`config.mk`:
```
export PLATFORM = sky130hd
export DESIGN_NAME = dmem_arbiter
export DESIGN_NICKNAME = d
export VERILOG_FILES = /design/src/rtl/dmem_pkg.sv /design/src/rtl/dmem_lane_unit.sv /design/src/rtl/dmem_arbiter.sv
export SDC_FILE = /design/constraint.sdc
export NUM_CORES = 1
export LEC_CHECK = 0
export ABC_AREA = 0
export CAP_MARGIN = 30
export CORE_UTILIZATION = 31
export DETAILED_ROUTE_END_ITERATION = 10
export GPL_TIMING_DRIVEN = 1
export SYNTH_ARGS = -nofsm -noshare
export SYNTH_HDL_FRONTEND = slang
export SYNTH_HIERARCHICAL = 1
export SYNTH_SLANG_ARGS = --single-unit
```
`constraint.sdc`:
```
create_clock -name clk -period 2.35 [get_ports clk]
set_clock_uncertainty 0.15 [all_clocks]
set_input_delay 0.47 -clock clk [delete_from_list [all_inputs] [get_ports clk]]
set_output_delay 0.47 -clock clk [all_outputs]
set_load 0.05 [all_outputs]
```
`src/rtl/dmem_pkg.sv`:
```
// Shared types for the data-memory arbiter.
// Size codes, FSM states and big-endian lane helper.
package dmem_pkg;

    localparam logic [1:0] SIZE_WORD = 2'b11;
    localparam logic [1:0] SIZE_HALF = 2'b10;
    localparam logic [1:0] SIZE_BYTE = 2'b01;

    typedef enum logic [1:0] {
        IDLE = 2'd0,
        RD   = 2'd1,
        WR   = 2'd2,
        RESP = 2'd3
    } state_e;

    // Byte lane (counted from the LSB) holding the low byte of the access.
    function automatic logic [1:0] lane_index(
        input logic [1:0] size,
        input logic [1:0] addr_lo
    );
        logic [1:0] lane;
        lane = 2'd0;
        unique case (1'b1)
            size == SIZE_BYTE: lane = 2'd3 - addr_lo;
            size == SIZE_HALF: lane = addr_lo[1] ? 2'd0 : 2'd2;
            default:           lane = 2'd0;
        endcase
        return lane;
    endfunction

endpackage

```
`src/rtl/dmem_lane_unit.sv`:
```
// Big-endian lane steering for sub-word accesses.
// Merges store data into an old word and extracts load data.
module dmem_lane_unit
    import dmem_pkg::*;
(
    input  logic [31:0] old_word,
    input  logic [31:0] wdata,
    input  logic [1:0]  size,
    input  logic [1:0]  addr_lo,
    output logic [31:0] new_word,
    output logic [31:0] rdata
);

    logic [4:0]  sh;
    logic [31:0] mask;

    always_comb begin
        sh   = {lane_index(size, addr_lo), 3'b000};
        mask = 32'hFFFF_FFFF;
        unique case (1'b1)
            size == SIZE_BYTE: mask = 32'h0000_00FF;
            size == SIZE_HALF: mask = 32'h0000_FFFF;
            default:           mask = 32'hFFFF_FFFF;
        endcase
        new_word = (old_word & ~(mask << sh)) | ((wdata & mask) << sh);
        rdata    = (old_word >> sh) & mask;
    end

endmodule

```
`src/rtl/dmem_arbiter.sv`:
```
// Round-robin arbiter and access sequencer for the shared DataMemory.
// Handles read wait-states, sub-word read-modify-write and access checks.
module dmem_arbiter
    import dmem_pkg::*;
#(
    parameter int READ_WAIT = 1,
    parameter int MEM_BYTES = 4096
) (
    input  logic        clk,
    input  logic        rst_n,
    input  logic        m0_req,
    input  logic        m0_we,
    input  logic [1:0]  m0_size,
    input  logic [31:0] m0_addr,
    input  logic [31:0] m0_wdata,
    output logic        m0_gnt,
    output logic        m0_rvalid,
    output logic [31:0] m0_rdata,
    output logic        m0_err,
    input  logic        m1_req,
    input  logic        m1_we,
    input  logic [1:0]  m1_size,
    input  logic [31:0] m1_addr,
    input  logic [31:0] m1_wdata,
    output logic        m1_gnt,
    output logic        m1_rvalid,
    output logic [31:0] m1_rdata,
    output logic        m1_err,
    output logic [31:0] mem_address,
    output logic [31:0] mem_write_data,
    output logic        mem_read,
    output logic        mem_write,
    input  logic [31:0] mem_read_data
);

    localparam int CW = (READ_WAIT > 0) ? $clog2(READ_WAIT + 1) : 1;

    state_e         state_q;
    state_e         state_d;
    logic           rr_last_q;
    logic [CW-1:0]  cnt_q;
    logic           id_q;
    logic           we_q;
    logic [1:0]     size_q;
    logic [31:0]    addr_q;
    logic [31:0]    wdata_q;
    logic [31:0]    resp_q;
    logic           err_q;

    logic           grant;
    logic           pick;
    logic           sel_we;
    logic [1:0]     sel_size;
    logic [31:0]    sel_addr;
    logic [31:0]    sel_wdata;
    logic           sel_err;
    logic           rd_done;
    logic [31:0]    merged;
    logic [31:0]    extracted;

    dmem_lane_unit u_lane (
        .old_word (mem_read_data),
        .wdata    (wdata_q),
        .size     (size_q),
        .addr_lo  (addr_q[1:0]),
        .new_word (merged),
        .rdata    (extracted)
    );

    // Tie goes to whoever was not granted last.
    assign pick      = m1_req & (~m0_req | ~rr_last_q);
    assign grant     = (state_q == IDLE) & (m0_req | m1_req);
    assign sel_we    = pick ? m1_we    : m0_we;
    assign sel_size  = pick ? m1_size  : m0_size;
    assign sel_addr  = pick ? m1_addr  : m0_addr;
    assign sel_wdata = pick ? m1_wdata : m0_wdata;
    assign rd_done   = (state_q == RD) & (cnt_q == CW'(READ_WAIT));

    always_comb begin
        sel_err = 1'b0;
        if (sel_size == 2'b00)
            sel_err = 1'b1;
        if (sel_size == SIZE_HALF && sel_addr[0])
            sel_err = 1'b1;
        if (sel_size == SIZE_WORD && sel_addr[1:0] != 2'b00)
            sel_err = 1'b1;
        if (({1'b0, sel_addr[31:2], 2'b00} + 33'd3) >= 33'(MEM_BYTES))
            sel_err = 1'b1;
    end

    always_comb begin
        state_d = state_q;
        unique case (state_q)
            IDLE: begin
                if (grant) begin
                    if (sel_err)
                        state_d = RESP;
                    else if (!sel_we || sel_size != SIZE_WORD)
                        state_d = RD;
                    else
                        state_d = WR;
                end
            end
            RD: begin
                if (rd_done)
                    state_d = we_q ? WR : RESP;
            end
            WR:      state_d = RESP;
            RESP:    state_d = IDLE;
            default: state_d = IDLE;
        endcase
    end

    always_ff @(posedge clk or negedge rst_n) begin
        if (!rst_n) begin
            state_q        <= IDLE;
            rr_last_q      <= 1'b1;
            cnt_q          <= '0;
            id_q           <= 1'b0;
            we_q           <= 1'b0;
            size_q         <= 2'b00;
            addr_q         <= '0;
            wdata_q        <= '0;
            resp_q         <= '0;
            err_q          <= 1'b0;
            mem_address    <= '0;
            mem_write_data <= '0;
        end else begin
            state_q <= state_d;
            if (grant) begin
                id_q           <= pick;
                rr_last_q      <= pick;
                we_q           <= sel_we;
                size_q         <= sel_size;
                addr_q         <= sel_addr;
                wdata_q        <= sel_wdata;
                err_q          <= sel_err;
                resp_q         <= '0;
                cnt_q          <= '0;
                mem_address    <= {sel_addr[31:2], 2'b00};
                mem_write_data <= sel_wdata;
            end
            if (state_q == RD) begin
                cnt_q <= rd_done ? '0 : cnt_q + 1'b1;
                if (rd_done) begin
                    if (we_q)
                        mem_write_data <= merged;
                    else
                        resp_q <= extracted;
                end
            end
        end
    end

    // Strobes follow state so reset drops them immediately.
    assign mem_read  = (state_q == RD);
    assign mem_write = (state_q == WR);

    assign m0_gnt    = grant & ~pick;
    assign m1_gnt    = grant & pick;
    assign m0_rvalid = (state_q == RESP) & ~id_q;
    assign m1_rvalid = (state_q == RESP) & id_q;
    assign m0_rdata  = m0_rvalid ? resp_q : 32'h0;
    assign m1_rdata  = m1_rvalid ? resp_q : 32'h0;
    assign m0_err    = m0_rvalid & err_q;
    assign m1_err    = m1_rvalid & err_q;

endmodule

```
==> results.cfg <==
[drt]
via_per_inst = 5.17
drt_iter0_drc = 654
vias = 7755
avgRoutedWirePerCell_microns = 19.5
firstDrtPassIters = 5
drtAntennaViolNets = 0
drcViolationCount = 0
wirelength_microns = 29200

[cells_and_area]
diodes = 0
fin_nets = 1329
post_layout_nonfiller_instances = 1499
area_growth_pct = 61.5
drive_gt1_frac = 0.223

[run]
cap_violations = 0

[floorplanning]
start_util = 0.315
die-height_microns = 165
die_w_microns = 165
rows = 59
io_pins = 306
dieArea_sq_mm = 0.0271
core_area_sq_mm = 0.0260

[worst_setup_path]
worstSetupEndpointType = output pin
r2r-start = size_q[1]$_DFFE_PN0P_
cp.arrival_ps = 1670
r2r-end = resp_q[7]$_DFF_PN0_
ff2ff_setup_slack_ps = 120
crit_required_ps = 1730
path_max_fanout = 4
crit_type = flop to output pin
cp_common_cell = buf_4
startpoint_type = flop
slowest_delay_ps = 410
crit_chain = buf_4, inv_2, ha_4, and2_4, buf_4, buf_12
cp_slowest_cell = dfrtp_1
rr_worst_depth = 8

[grt]
grt_max_degree = 47
antenna_found_initial = 0
grt_use_total = 0.217
grt_overflow_total = 0
grt_pass1_vias = 7618
grt_pass1_wl_microns = 44500

[cts]
cts_sinks = 137
cts_tree = yes
clk_pin_slew_worst_paths_ps = 60
clock_latency_ps = 420
numCtsBuffers = 17
clock-root-buffer = clkbuf_16
clk_path_buf_depth = 2
cts.htree.levels = 4

[sta]
tightest_slew_ps = 582
min_period_ps = 2290
finalHoldViolCount = 0
rsz0062_at_grt = yes
setup_violations = 0
finalWorstSetupSlack_ps = 60.9
setup_tns_ps = 0
final.period_utilization = 0.974
relSlewSlack = 0.611
fmax_ghz = 0.437
drv_slew = 0

[logic_synthesis]
synth-edff-count = 0
synth_top_area_cell = dfrtp_1
synth_top_cells_by_area = dfrtp_1 42%, a22o_4 5.8%, mux2i_1 4.4%
seq_area_frac_synth = 0.419
synthesis.area_sq_mm = 0.00819
ys.warnings.count = 6
synth_seq_cells = 137
synth_cell_types = 52
async_flop_share = 1.00
synth_flop_cell = dfrtp_1
synthCells = 841
synth_top_area_share = 0.415
avgSynthCellArea_sq_um = 9.74

[placed_design]
dp.cells = 1459
pre_cts_slack_ps = -150
dpl.hpwl_microns = 22600
routabilityCongestion = 0.925
portBuffers = 303

[hold_path]
hold_depth = 1
hold_path.startpoint = wdata_q[10]$_DFFE_PN0P_
hold_end = wdata_q[10]$_DFFE_PN0P_
worst_hold_path_type = flop to flop

[power]
peakVddDrop_v = 0.000691
leakagePower_nw = 6.10
fin_total_pwr_w = 0.0184
power_density_mw_per_mm2 = 1390

[status]
outcome = complete, no violations
==> routing by layer <==
layer  GRT usage  up-vias  part of all wire
met5           0        -                 0
met4      0.0692        0             0.025
met3      0.0542       47             0.077
met2       0.339      328              0.46
met1       0.293     3694              0.43
li1            -     3686                 -
==> how the worst max path moves through the flow <==
stage,startpoint,to,slack (ps)
global placement,state_q[0]$_DFFE_PN0P_,m0_rdata[7],-40
global route,state_q[0]$_DFFE_PN0P_,m1_gnt,-10
floorplan,state_q[0]$_DFFE_PN0P_,m0_rdata[22],10
CTS,state_q[0]$_DFFE_PN0P_,m1_rdata[2],-0.6
finish,state_q[0]$_DFFE_PN0P_,m1_gnt,60
detailed placement,state_q[0]$_DFFE_PN0P_,m0_rdata[3],-150
==> logic make-up (layout without fill, tap and decap cells) <==
logic type | count (synthesis) | count (layout) | synth area share
AOI/OAI and AO/OA | 275 | 275 | 0.281
and+or+nand+nor | 271 | 272 | 0.169
DFF | 137 | 137 | 0.419
buffers and inverters | 99 | 420 | 0.0556
muxes | 50 | 50 | 0.0632
adders and majority gates | 8 | 8 | 0.0122
other | 1 | 2 | 0.000458
==> stage by stage <==
stage / utilization / cell area (sq um) / hold WS [ps]
after floorplan: - / 8200 / 24.4
after global placement: 0.481 / 12500 / 294
after detailed placement: 0.481 / 12500 / 290
after CTS: 0.507 / 13200 / 322
after global routing: 0.509 / 13200 / 351
final: 0.509 / 13200 / 320
==> power by group <==
| part | leakage (nW) | total, W | internal, W | switching [W] |
|---|---|---|---|---|
| clock | 0.274 | 0.00266 | 0.00157 | 0.00109 |
| sequential | 1.72 | 0.00450 | 0.00353 | 0.000979 |
| combinational | 4.11 | 0.0112 | 0.00469 | 0.00649 |
==> cells in the mapped netlist, types with 2 or more instances <==
library cell,count
o21ai_0,35
clkbuf_1,35
a222oi_1,10
o21ai_1,2
buf_4,8
a22o_4,27
buf_6,4
a221o_1,16
buf_1,5
buf_2,19
nor2b_1,13
o32ai_1,8
mux2_2,14
and2_1,35
nor4_1,9
nor2_1,55
a21oi_1,54
nor3_1,5
nand4_1,2
inv_1,28
a21oi_2,27
o2bb2ai_1,8
a41oi_1,2
mux2i_1,36
ha_1,8
a21o_1,38
a22o_1,37
nand3_1,10
nand2b_1,7
nand2_1,73
dfrtp_1,136
and3_1,55
==> registers in the layout, summed over array words and instances, names as in the netlist <==
| signal | count |
|---|---|
| mem_write_data | 32 |
| resp_q | 32 |
| wdata_q | 32 |
| mem_address | 30 |
| addr_q | 2 |
| size_q | 2 |
| state_q | 2 |
| cnt_q | 1 |
| err_q | 1 |
| id_q | 1 |
| rr_last_q | 1 |
| we_q | 1 |
==> timing repair <==
item                                   4_1_cts  5_1_grt
gates resized for setup                      7       12
cloned                                       1        0
pin swaps                                    1        1
endpoints found under the hold margin       43        0
hold buffers                                 1        0
setup endpoints to repair                   36       83
setup buffers                                5        1
==> cells in the final DEF (no fill, tap or decap), types with 3 or more instances in the layout <==
master / netlist / final
a21o_1: 38 / 38
a21oi_1: 54 / 54
a21oi_2: 27 / 27
a221o_1: 16 / 16
a222oi_1: 10 / 10
a22o_1: 37 / 37
a22o_4: 27 / 27
and2_1: 35 / 33
and3_1: 55 / 55
buf_12: 0 / 81
buf_4: 8 / 48
buf_6: 4 / 7
clkbuf_16: 0 / 17
clkdlybuf4s50_1: 0 / 223
clkinv_4: 0 / 3
clkinvlp_4: 0 / 3
dfrtp_1: 136 / 136
ha_1: 8 / 4
inv_1: 28 / 26
inv_6: 0 / 3
mux2_2: 14 / 14
mux2i_1: 36 / 36
nand2_1: 73 / 73
nand2b_1: 7 / 6
nand3_1: 10 / 9
nor2_1: 55 / 53
nor2b_1: 13 / 11
nor3_1: 5 / 5
nor4_1: 9 / 9
o21ai_0: 35 / 35
o2bb2ai_1: 8 / 8
o32ai_1: 8 / 8
==> layout make-up <==
| type | instances | area [sq um] |
|---|---|---|
| Clock buffer | 19 | 433 |
| Clock inverter | 13 | 145 |
| Fill cell | 2373 | 12800 |
| Inverter | 28 | 105 |
| Multi-Input combinational cell | 607 | 4400 |
| Sequential cell | 137 | 3430 |
| Tap cell | 335 | 419 |
| Timing Repair Buffer | 360 | 4300 |
==> worst max-delay path, delay by kind of cell (launching register included) <==
family,cells,cell delay [ps]
simple gates,1,170
fa+ha+maj,1,170
buf+inv,4,500
flops,1,410
(Power assumes the default switching activity.)
